<file path="src/rtl/sync_edge_filter_pkg.sv">
// rtl/sync_edge_filter_pkg.sv - shared helpers for parametrised width calculations
package sync_edge_filter_pkg;

    // Width of a counter that must hold 0..n-1, never narrower than one bit.
    function automatic int clog2_min1(input int n);
        int w;
        w = $clog2(n);
        return (w < 1) ? 1 : w;
    endfunction

endpackage

</file>
<file path="src/rtl/sync_edge_filter_bit.sv">
// rtl/sync_edge_filter_bit.sv - one channel: sync chain, glitch filter, edge pulses
module sync_edge_filter_bit
    import sync_edge_filter_pkg::*;
#(
    parameter int   STAGES  = 2,
    parameter int   FILT    = 1,
    parameter logic RST_VAL = 1'b0
) (
    input  logic clk,
    input  logic reset,
    input  logic in,
    output logic out,
    output logic rise,
    output logic fall,
    output logic rise_next,
    output logic fall_next
);

    localparam int CW = clog2_min1(FILT);
    localparam logic [CW-1:0] CNT_LAST = CW'(FILT - 1);

    // First flop is the only one that sees the asynchronous input.
    (* ASYNC_REG = "TRUE" *) logic sync_first;
    logic [STAGES-2:0] sync_tail;
    logic [CW-1:0]     cnt;
    logic              s;
    logic              differ;
    logic              upd;

    assign s = sync_tail[STAGES-2];

    // Metastability chain: capture in, then shift through the remaining stages.
    always_ff @(posedge clk or posedge reset) begin
        if (reset) begin
            sync_first <= RST_VAL;
            sync_tail  <= {(STAGES-1){RST_VAL}};
        end else begin
            sync_first   <= in;
            sync_tail[0] <= sync_first;
            for (int k = 1; k < STAGES - 1; k++) begin
                sync_tail[k] <= sync_tail[k-1];
            end
        end
    end

    // Decide whether the synchronized value has differed long enough to be accepted.
    always_comb begin
        differ    = 1'b0;
        upd       = 1'b0;
        rise_next = 1'b0;
        fall_next = 1'b0;
        differ    = (s != out);
        upd       = differ && (cnt == CNT_LAST);
        rise_next = upd & s;
        fall_next = upd & ~s;
    end

    // Filter counter, accepted level and one-cycle edge pulses.
    always_ff @(posedge clk or posedge reset) begin
        if (reset) begin
            cnt  <= '0;
            out  <= RST_VAL;
            rise <= 1'b0;
            fall <= 1'b0;
        end else begin
            if (!differ) begin
                cnt <= '0;
            end else if (upd) begin
                out <= s;
                cnt <= '0;
            end else begin
                cnt <= cnt + CW'(1);
            end
            rise <= rise_next;
            fall <= fall_next;
        end
    end

endmodule

</file>
<file path="src/rtl/sync_edge_filter.sv">
// rtl/sync_edge_filter.sv - multi-bit CDC synchronizer with glitch filter and edge pulses
module sync_edge_filter
    import sync_edge_filter_pkg::*;
#(
    parameter int          DW      = 32,
    parameter int          STAGES  = 2,
    parameter int          FILT    = 1,
    parameter logic [DW-1:0] RST_VAL = {DW{1'b0}}
) (
    input  logic          clk,
    input  logic          reset,
    input  logic [DW-1:0] in,
    output logic [DW-1:0] out,
    output logic [DW-1:0] rise,
    output logic [DW-1:0] fall,
    output logic          changed
);

    logic [DW-1:0] rise_next;
    logic [DW-1:0] fall_next;

    for (genvar i = 0; i < DW; i++) begin : g_bit
        sync_edge_filter_bit #(
            .STAGES  (STAGES),
            .FILT    (FILT),
            .RST_VAL (RST_VAL[i])
        ) u_bit (
            .clk       (clk),
            .reset     (reset),
            .in        (in[i]),
            .out       (out[i]),
            .rise      (rise[i]),
            .fall      (fall[i]),
            .rise_next (rise_next[i]),
            .fall_next (fall_next[i])
        );
    end

    // Registered from the same next-state terms so changed lines up with rise/fall.
    always_ff @(posedge clk or posedge reset) begin
        if (reset) begin
            changed <= 1'b0;
        end else begin
            changed <= |(rise_next | fall_next);
        end
    end

endmodule

</file>
<file path="config.mk">
export PLATFORM = sky130hd
export DESIGN_NAME = sync_edge_filter
export DESIGN_NICKNAME = d
export VERILOG_FILES = /design/src/rtl/sync_edge_filter_pkg.sv /design/src/rtl/sync_edge_filter_bit.sv /design/src/rtl/sync_edge_filter.sv
export SDC_FILE = /design/constraint.sdc
export NUM_CORES = 1
export LEC_CHECK = 0
export ABC_AREA = 0
export ABC_CLOCK_PERIOD_IN_PS = 16700
export BUFFER_PORTS_ARGS = -buffer_cell sky130_fd_sc_hd__clkbuf_2
export CAP_MARGIN = 25
export CORE_MARGIN = 5
export CORE_UTILIZATION = 59
export DETAILED_ROUTE_END_ITERATION = 16
export PLACE_DENSITY_LB_ADDON = 0.2
export SYNTH_ARGS = -nofsm -noshare
export SYNTH_HDL_FRONTEND = slang
export SYNTH_SLANG_ARGS = --single-unit
</file>
<file path="constraint.sdc">
create_clock -name clk -period 16.7 [get_ports clk]
set_input_delay 1.67 -clock clk [delete_from_list [all_inputs] [get_ports clk]]
set_output_delay 1.67 -clock clk [all_outputs]
set_load 0.05 [all_outputs]
</file>
Word-level counts from Yosys, hierarchy flattened
Cells that the tools add are included.

word-level totals
  flip-flop bits (word level) = 193
  input bits = 34

cells by class
  bitwise logic cells = 129
  eq/ne operators = 32
  mux-type cells = 64
  add/sub/neg operators = 32
  reduce and logical (&&, ||, !) cells = 65

operators by type and width
  cell                                number
  1-bit bitwise AND                   64
  1-bit 2-to-1 mux                    64
  1-bit inverter                      64
  2-bit AND reduction                 32
  1-bit adder, second input constant  32
  1-bit logical AND                   32
  1-bit != test                       32
  32-bit OR                           1
  32-bit OR reduction                 1

Depth between registers and ports, before layout
  depth after elaboration = 5
  mapped depth = 4

Modules after synthesis
A second synthesis with hierarchy kept.

unflattened totals
  cells, all modules = 375
  area total of the unflattened synthesis = 6173.4 um^2

by module, submodules not included
  module                cells each  area an instance (um^2)  times used
  sync_edge_filter_bit  11          187.7                    32
  sync_edge_filter      23          167.7                    1

Worst setup path after synthesis
No wires, ideal clock.

  kind = flip-flop to output port
  start = register g_bit[10].u_bit.out
  end = output port out[10]
  cell stages (with the launch flop) = 2
  buffers on the path = 1
  required time = 15.030 ns
  arrival time = 0.589 ns
  slack = 14.441 ns
  cell sequence = dfrtp_1 > buf_4

RTL lines
  item                      RTL line                    text
  start: declaration        sync_edge_filter_bit.sv:12  output logic out,
  start signal: assignment  sync_edge_filter_bit.sv:69  out <= s;
  end: declaration          sync_edge_filter.sv:13      output logic [DW-1:0] out,

No word-level cell between the ends.

Final worst setup path
  start = register g_bit[16].u_bit.out
  end = output port out[16]

RTL lines
  item                      RTL line
  start: declaration        sync_edge_filter_bit.sv:12
  start signal: assignment  sync_edge_filter_bit.sv:69

No word-level cell between the ends.

==> impl_metrics.xml <==
<?xml version="1.0" encoding="UTF-8"?>
<metrics>
  <group name="status">
    <metric name="run_status" unit="">finished clean</metric>
  </group>
  <group name="setup_path">
    <metric name="worst-setup-path-type" unit="">reg -&gt; out</metric>
    <metric name="worst_ep_arrival_time" unit="ns">1.17</metric>
    <metric name="cp_top_family" unit="">flip-flops</metric>
    <metric name="worstPathMaxFanout" unit="">5</metric>
    <metric name="crit_path_cell_trace" unit="">clkbuf_2</metric>
    <metric name="cp_slowest_cell" unit="">sky130_fd_sc_hd__dfrtp_1</metric>
    <metric name="r2r_slack" unit="ns">15.24</metric>
    <metric name="worst_setup_path_end_kind" unit="">output pin</metric>
    <metric name="worst_path_largest_cell_delay" unit="ns">0.44</metric>
    <metric name="worst_ep_required_time" unit="ns">15.03</metric>
    <metric name="worstSetupStartpointType" unit="">flip-flop</metric>
    <metric name="cp_num_buf_inv" unit="">1</metric>
  </group>
  <group name="global_route">
    <metric name="largest_net_degree_at_the_start_of_global_routing" unit="">99</metric>
    <metric name="number_of_antenna_violations_at_the_first_check_in_global_routing" unit="">0</metric>
    <metric name="global_route.usage.total" unit="%">15.5</metric>
    <metric name="wire_length_of_the_first_global_routing_pass" unit="mm">15.8</metric>
    <metric name="grt-ovfl-total" unit="">0</metric>
    <metric name="grt_pass1_vias" unit="">3457</metric>
  </group>
  <group name="sta">
    <metric name="post-route-period-util" unit="%">17.0</metric>
    <metric name="max-slew-margin-rel" unit="%">57.5</metric>
    <metric name="grt_setup_unrepaired" unit="">false</metric>
    <metric name="setup_total_negative_slack" unit="ns">0</metric>
    <metric name="setup_violation_total_in_the_final_timing_report" unit="">0</metric>
    <metric name="fin_worst_skew" unit="ns">0.00420</metric>
    <metric name="worst-slew-pin-transition" unit="ns">0.638</metric>
    <metric name="hold_viol_final" unit="">0</metric>
    <metric name="max_clock_freq" unit="MHz">352</metric>
    <metric name="slew_violations" unit="">0</metric>
    <metric name="final_critical_path_required_period" unit="ns">2.84</metric>
    <metric name="hold-worst-slack" unit="ns">0.346</metric>
  </group>
  <group name="route">
    <metric name="postRouteWirelength" unit="mm">9.80</metric>
    <metric name="detailroute.via_count" unit="">3421</metric>
    <metric name="mean_routed_wirelength_per_cell" unit="um">13.3</metric>
    <metric name="initialDrtViolationCount" unit="">207</metric>
    <metric name="antenna_left" unit="">0</metric>
    <metric name="route.detailed.vias_per_inst" unit="">4.66</metric>
    <metric name="detail_route.first_pass.iterations" unit="">4</metric>
    <metric name="drc_errors" unit="">0</metric>
  </group>
  <group name="yosys">
    <metric name="synth-simple-area-share" unit="%">11.5</metric>
    <metric name="post_synth_num_cell_types" unit="">13</metric>
    <metric name="synth_area_leaders" unit="">sky130_fd_sc_hd__dfrtp_1, sky130_fd_sc_hd__buf_4, sky130_fd_sc_hd__xnor2_1, sky130_fd_sc_hd__nor3b_1, sky130_fd_sc_hd__nand2_1</metric>
    <metric name="synthesis.area" unit="um^2">6780</metric>
    <metric name="yosys-mux-area-fraction" unit="%">0.831</metric>
    <metric name="synth.largest_area_cell" unit="">sky130_fd_sc_hd__dfrtp_1</metric>
    <metric name="postSynthRegisterBits" unit="">193</metric>
    <metric name="synth-edff-count" unit="">0</metric>
    <metric name="synth-seq-area-share" unit="%">71.3</metric>
    <metric name="most_common_cell_in_the_netlist" unit="">sky130_fd_sc_hd__dfrtp_1</metric>
    <metric name="post_synth_xor_area_fraction" unit="%">4.14</metric>
    <metric name="synth-compound-area-share" unit="%">1.48</metric>
    <metric name="synthTopCellsByCount" unit="">sky130_fd_sc_hd__dfrtp_1, sky130_fd_sc_hd__buf_4, sky130_fd_sc_hd__nand2_1, sky130_fd_sc_hd__nor3b_1, sky130_fd_sc_hd__xnor2_1</metric>
    <metric name="synthFlopType" unit="">sky130_fd_sc_hd__dfrtp_1</metric>
    <metric name="yosysWarningCount" unit="">0</metric>
    <metric name="synth.avg_cell_area" unit="um^2">13.7</metric>
    <metric name="async_reset_ff_share" unit="%">100</metric>
    <metric name="synthesis.instances" unit="">494</metric>
    <metric name="synth_top_cell_area_share" unit="%">71.3</metric>
    <metric name="synth-adder-area-share" unit="%">0</metric>
    <metric name="synth_top_family_by_area" unit="">simple AND/OR/NAND/NOR gates</metric>
  </group>
  <group name="clock_network">
    <metric name="post_cts_hold_buffer_count" unit="">0</metric>
    <metric name="tritoncts" unit="">done</metric>
    <metric name="numCtsBuffers" unit="">17</metric>
    <metric name="postCtsSetupRepairBufs" unit="">0</metric>
    <metric name="h-tree-depth" unit="">4</metric>
    <metric name="cts.clk_slew.worst_paths" unit="ns">0.06</metric>
    <metric name="clkSinkCount" unit="">193</metric>
    <metric name="clk_path_buf_depth" unit="">2</metric>
    <metric name="clock-root-buffer" unit="">sky130_fd_sc_hd__clkbuf_16</metric>
    <metric name="clock_latency" unit="ns">0.42</metric>
    <metric name="post_cts.resized_instances" unit="">0</metric>
  </group>
  <group name="worst_hold_path">
    <metric name="type_of_the_worst_min_delay_path" unit="">reg -&gt; reg</metric>
  </group>
  <group name="final_layout">
    <metric name="final_net_count" unit="">614</metric>
    <metric name="fillers" unit="">831</metric>
    <metric name="drive_gt1_share" unit="%">27.9</metric>
    <metric name="diodes" unit="">0</metric>
    <metric name="multi_input_area" unit="um^2">1340</metric>
    <metric name="layout.area.seq" unit="um^2">4830</metric>
    <metric name="area.growth.synth_to_final" unit="%">12.4</metric>
  </group>
  <group name="floorplan">
    <metric name="floorplan.die.height" unit="um">117</metric>
    <metric name="floorplan.initialDensity" unit="%">59.9</metric>
    <metric name="core-area" unit="um^2">11300</metric>
    <metric name="die_width" unit="um">117</metric>
    <metric name="die_outline_area" unit="um^2">13700</metric>
    <metric name="ios" unit="">131</metric>
    <metric name="placementRows" unit="">39</metric>
  </group>
  <group name="place">
    <metric name="place.gp.congestion" unit="">0.769</metric>
    <metric name="io_buffer_count" unit="">130</metric>
    <metric name="hpwl" unit="mm">6.85</metric>
  </group>
  <group name="pwr">
    <metric name="ir_worst_vdd" unit="uV">82.0</metric>
    <metric name="p_leak" unit="nW">3.81</metric>
    <metric name="pwr_density_cell" unit="nW/um^2">133</metric>
  </group>
  <group name="job">
    <metric name="cap_violations" unit="">0</metric>
  </group>
</metrics>
-- state kept, by name, indices dropped and copies added, names as in the netlist --
name                    cells
g_bit.u_bit.s              32
g_bit.u_bit.cnt            32
g_bit.u_bit.fall           32
g_bit.u_bit.rise           32
g_bit.u_bit.out            32
changed                     1
g_bit.u_bit.sync_first     32
-- kinds of logic (layout without fill, tap and decap cells) --
kind of cell | count (synthesis) | count (layout)
flip-flops | 193 | 193
AND/OR/NAND/NOR | 150 | 150
buffers and inverters | 97 | 163
XOR/XNOR | 32 | 32
AO/OA/AOI/OAI | 16 | 16
multiplexers | 5 | 5
other | 1 | 32
-- metrics by stage --
| stage | util, % | setup slack (ns) | power [mW] | instances | instance area, um^2 |
|---|---|---|---|---|---|
| CTS | 67.3 | 13.83 | 1.03 | 734 | 7620 |
| floorplan | - | 9.77 | 0.627 | 525 | 6890 |
| global route | 67.3 | 13.79 | 1.06 | 734 | 7620 |
| finish | 67.3 | 13.86 | 1.02 | 734 | 7620 |
| global placement | 62.0 | 13.27 | 0.633 | 703 | 7020 |
| detailed placement | 62.2 | 13.67 | 0.637 | 704 | 7040 |
-- per-layer routing --
metal	vias up	GRT usage, %	share of wire, %
met1	1676	18.3	40
met2	82	25.5	51
li1	1644	-	-
met4	0	8.26	2.4
met3	19	4.94	6.1
met5	-	0	0
-- final timing paths --
kind                                                 start                   end  depth (start not counted)
max in group asynchronous                            reset  g_bit[12].u_bit.rise                          4
worst max-delay path                   g_bit[16].u_bit.out               out[16]                          1
min in group asynchronous                            reset   g_bit[23].u_bit.out                          2
worst min-delay path            g_bit[21].u_bit.sync_first     g_bit[21].u_bit.s                          0
worst max register to register         g_bit[16].u_bit.out               changed                          4
worst min register to register  g_bit[21].u_bit.sync_first     g_bit[21].u_bit.s                          0
-- cells in the final DEF, fill, tap and decap left out, types with 2 or more instances in the layout --
cell type and instances:
sky130_fd_sc_hd__dfrtp_1 193, sky130_fd_sc_hd__clkbuf_2 130, sky130_fd_sc_hd__nand2_1 54, sky130_fd_sc_hd__nor3b_1 37, sky130_fd_sc_hd__xnor2_1 32, sky130_fd_sc_hd__conb_1 32, sky130_fd_sc_hd__nand2b_1 27, sky130_fd_sc_hd__nor2_1 27
sky130_fd_sc_hd__clkbuf_16 17, sky130_fd_sc_hd__o22ai_1 16, sky130_fd_sc_hd__mux2_2 5, sky130_fd_sc_hd__nor4_1 4, sky130_fd_sc_hd__clkbuf_8 4, sky130_fd_sc_hd__clkinv_2 4, sky130_fd_sc_hd__clkbuf_1 3, sky130_fd_sc_hd__bufinv_16 2
-- area by class of cell --
cell class	instances	share of cell area (%)
flip-flops and latches	193	63.4
well taps	143	2.35
clock inverters	6	1.05
multi-input cells	235	17.6
repair buffers	132	9.00
clock buffers	24	6.46
inverters	1	0.148
-- where the power goes --
group	switching [mW]	internal, mW	total, mW
clock network	0.154	0.234	0.388
registers	0.0209	0.494	0.515
logic	0.0815	0.0311	0.113
total	0.256	0.759	1.02
No activity file was read; power rests on OpenSTA's default activity.
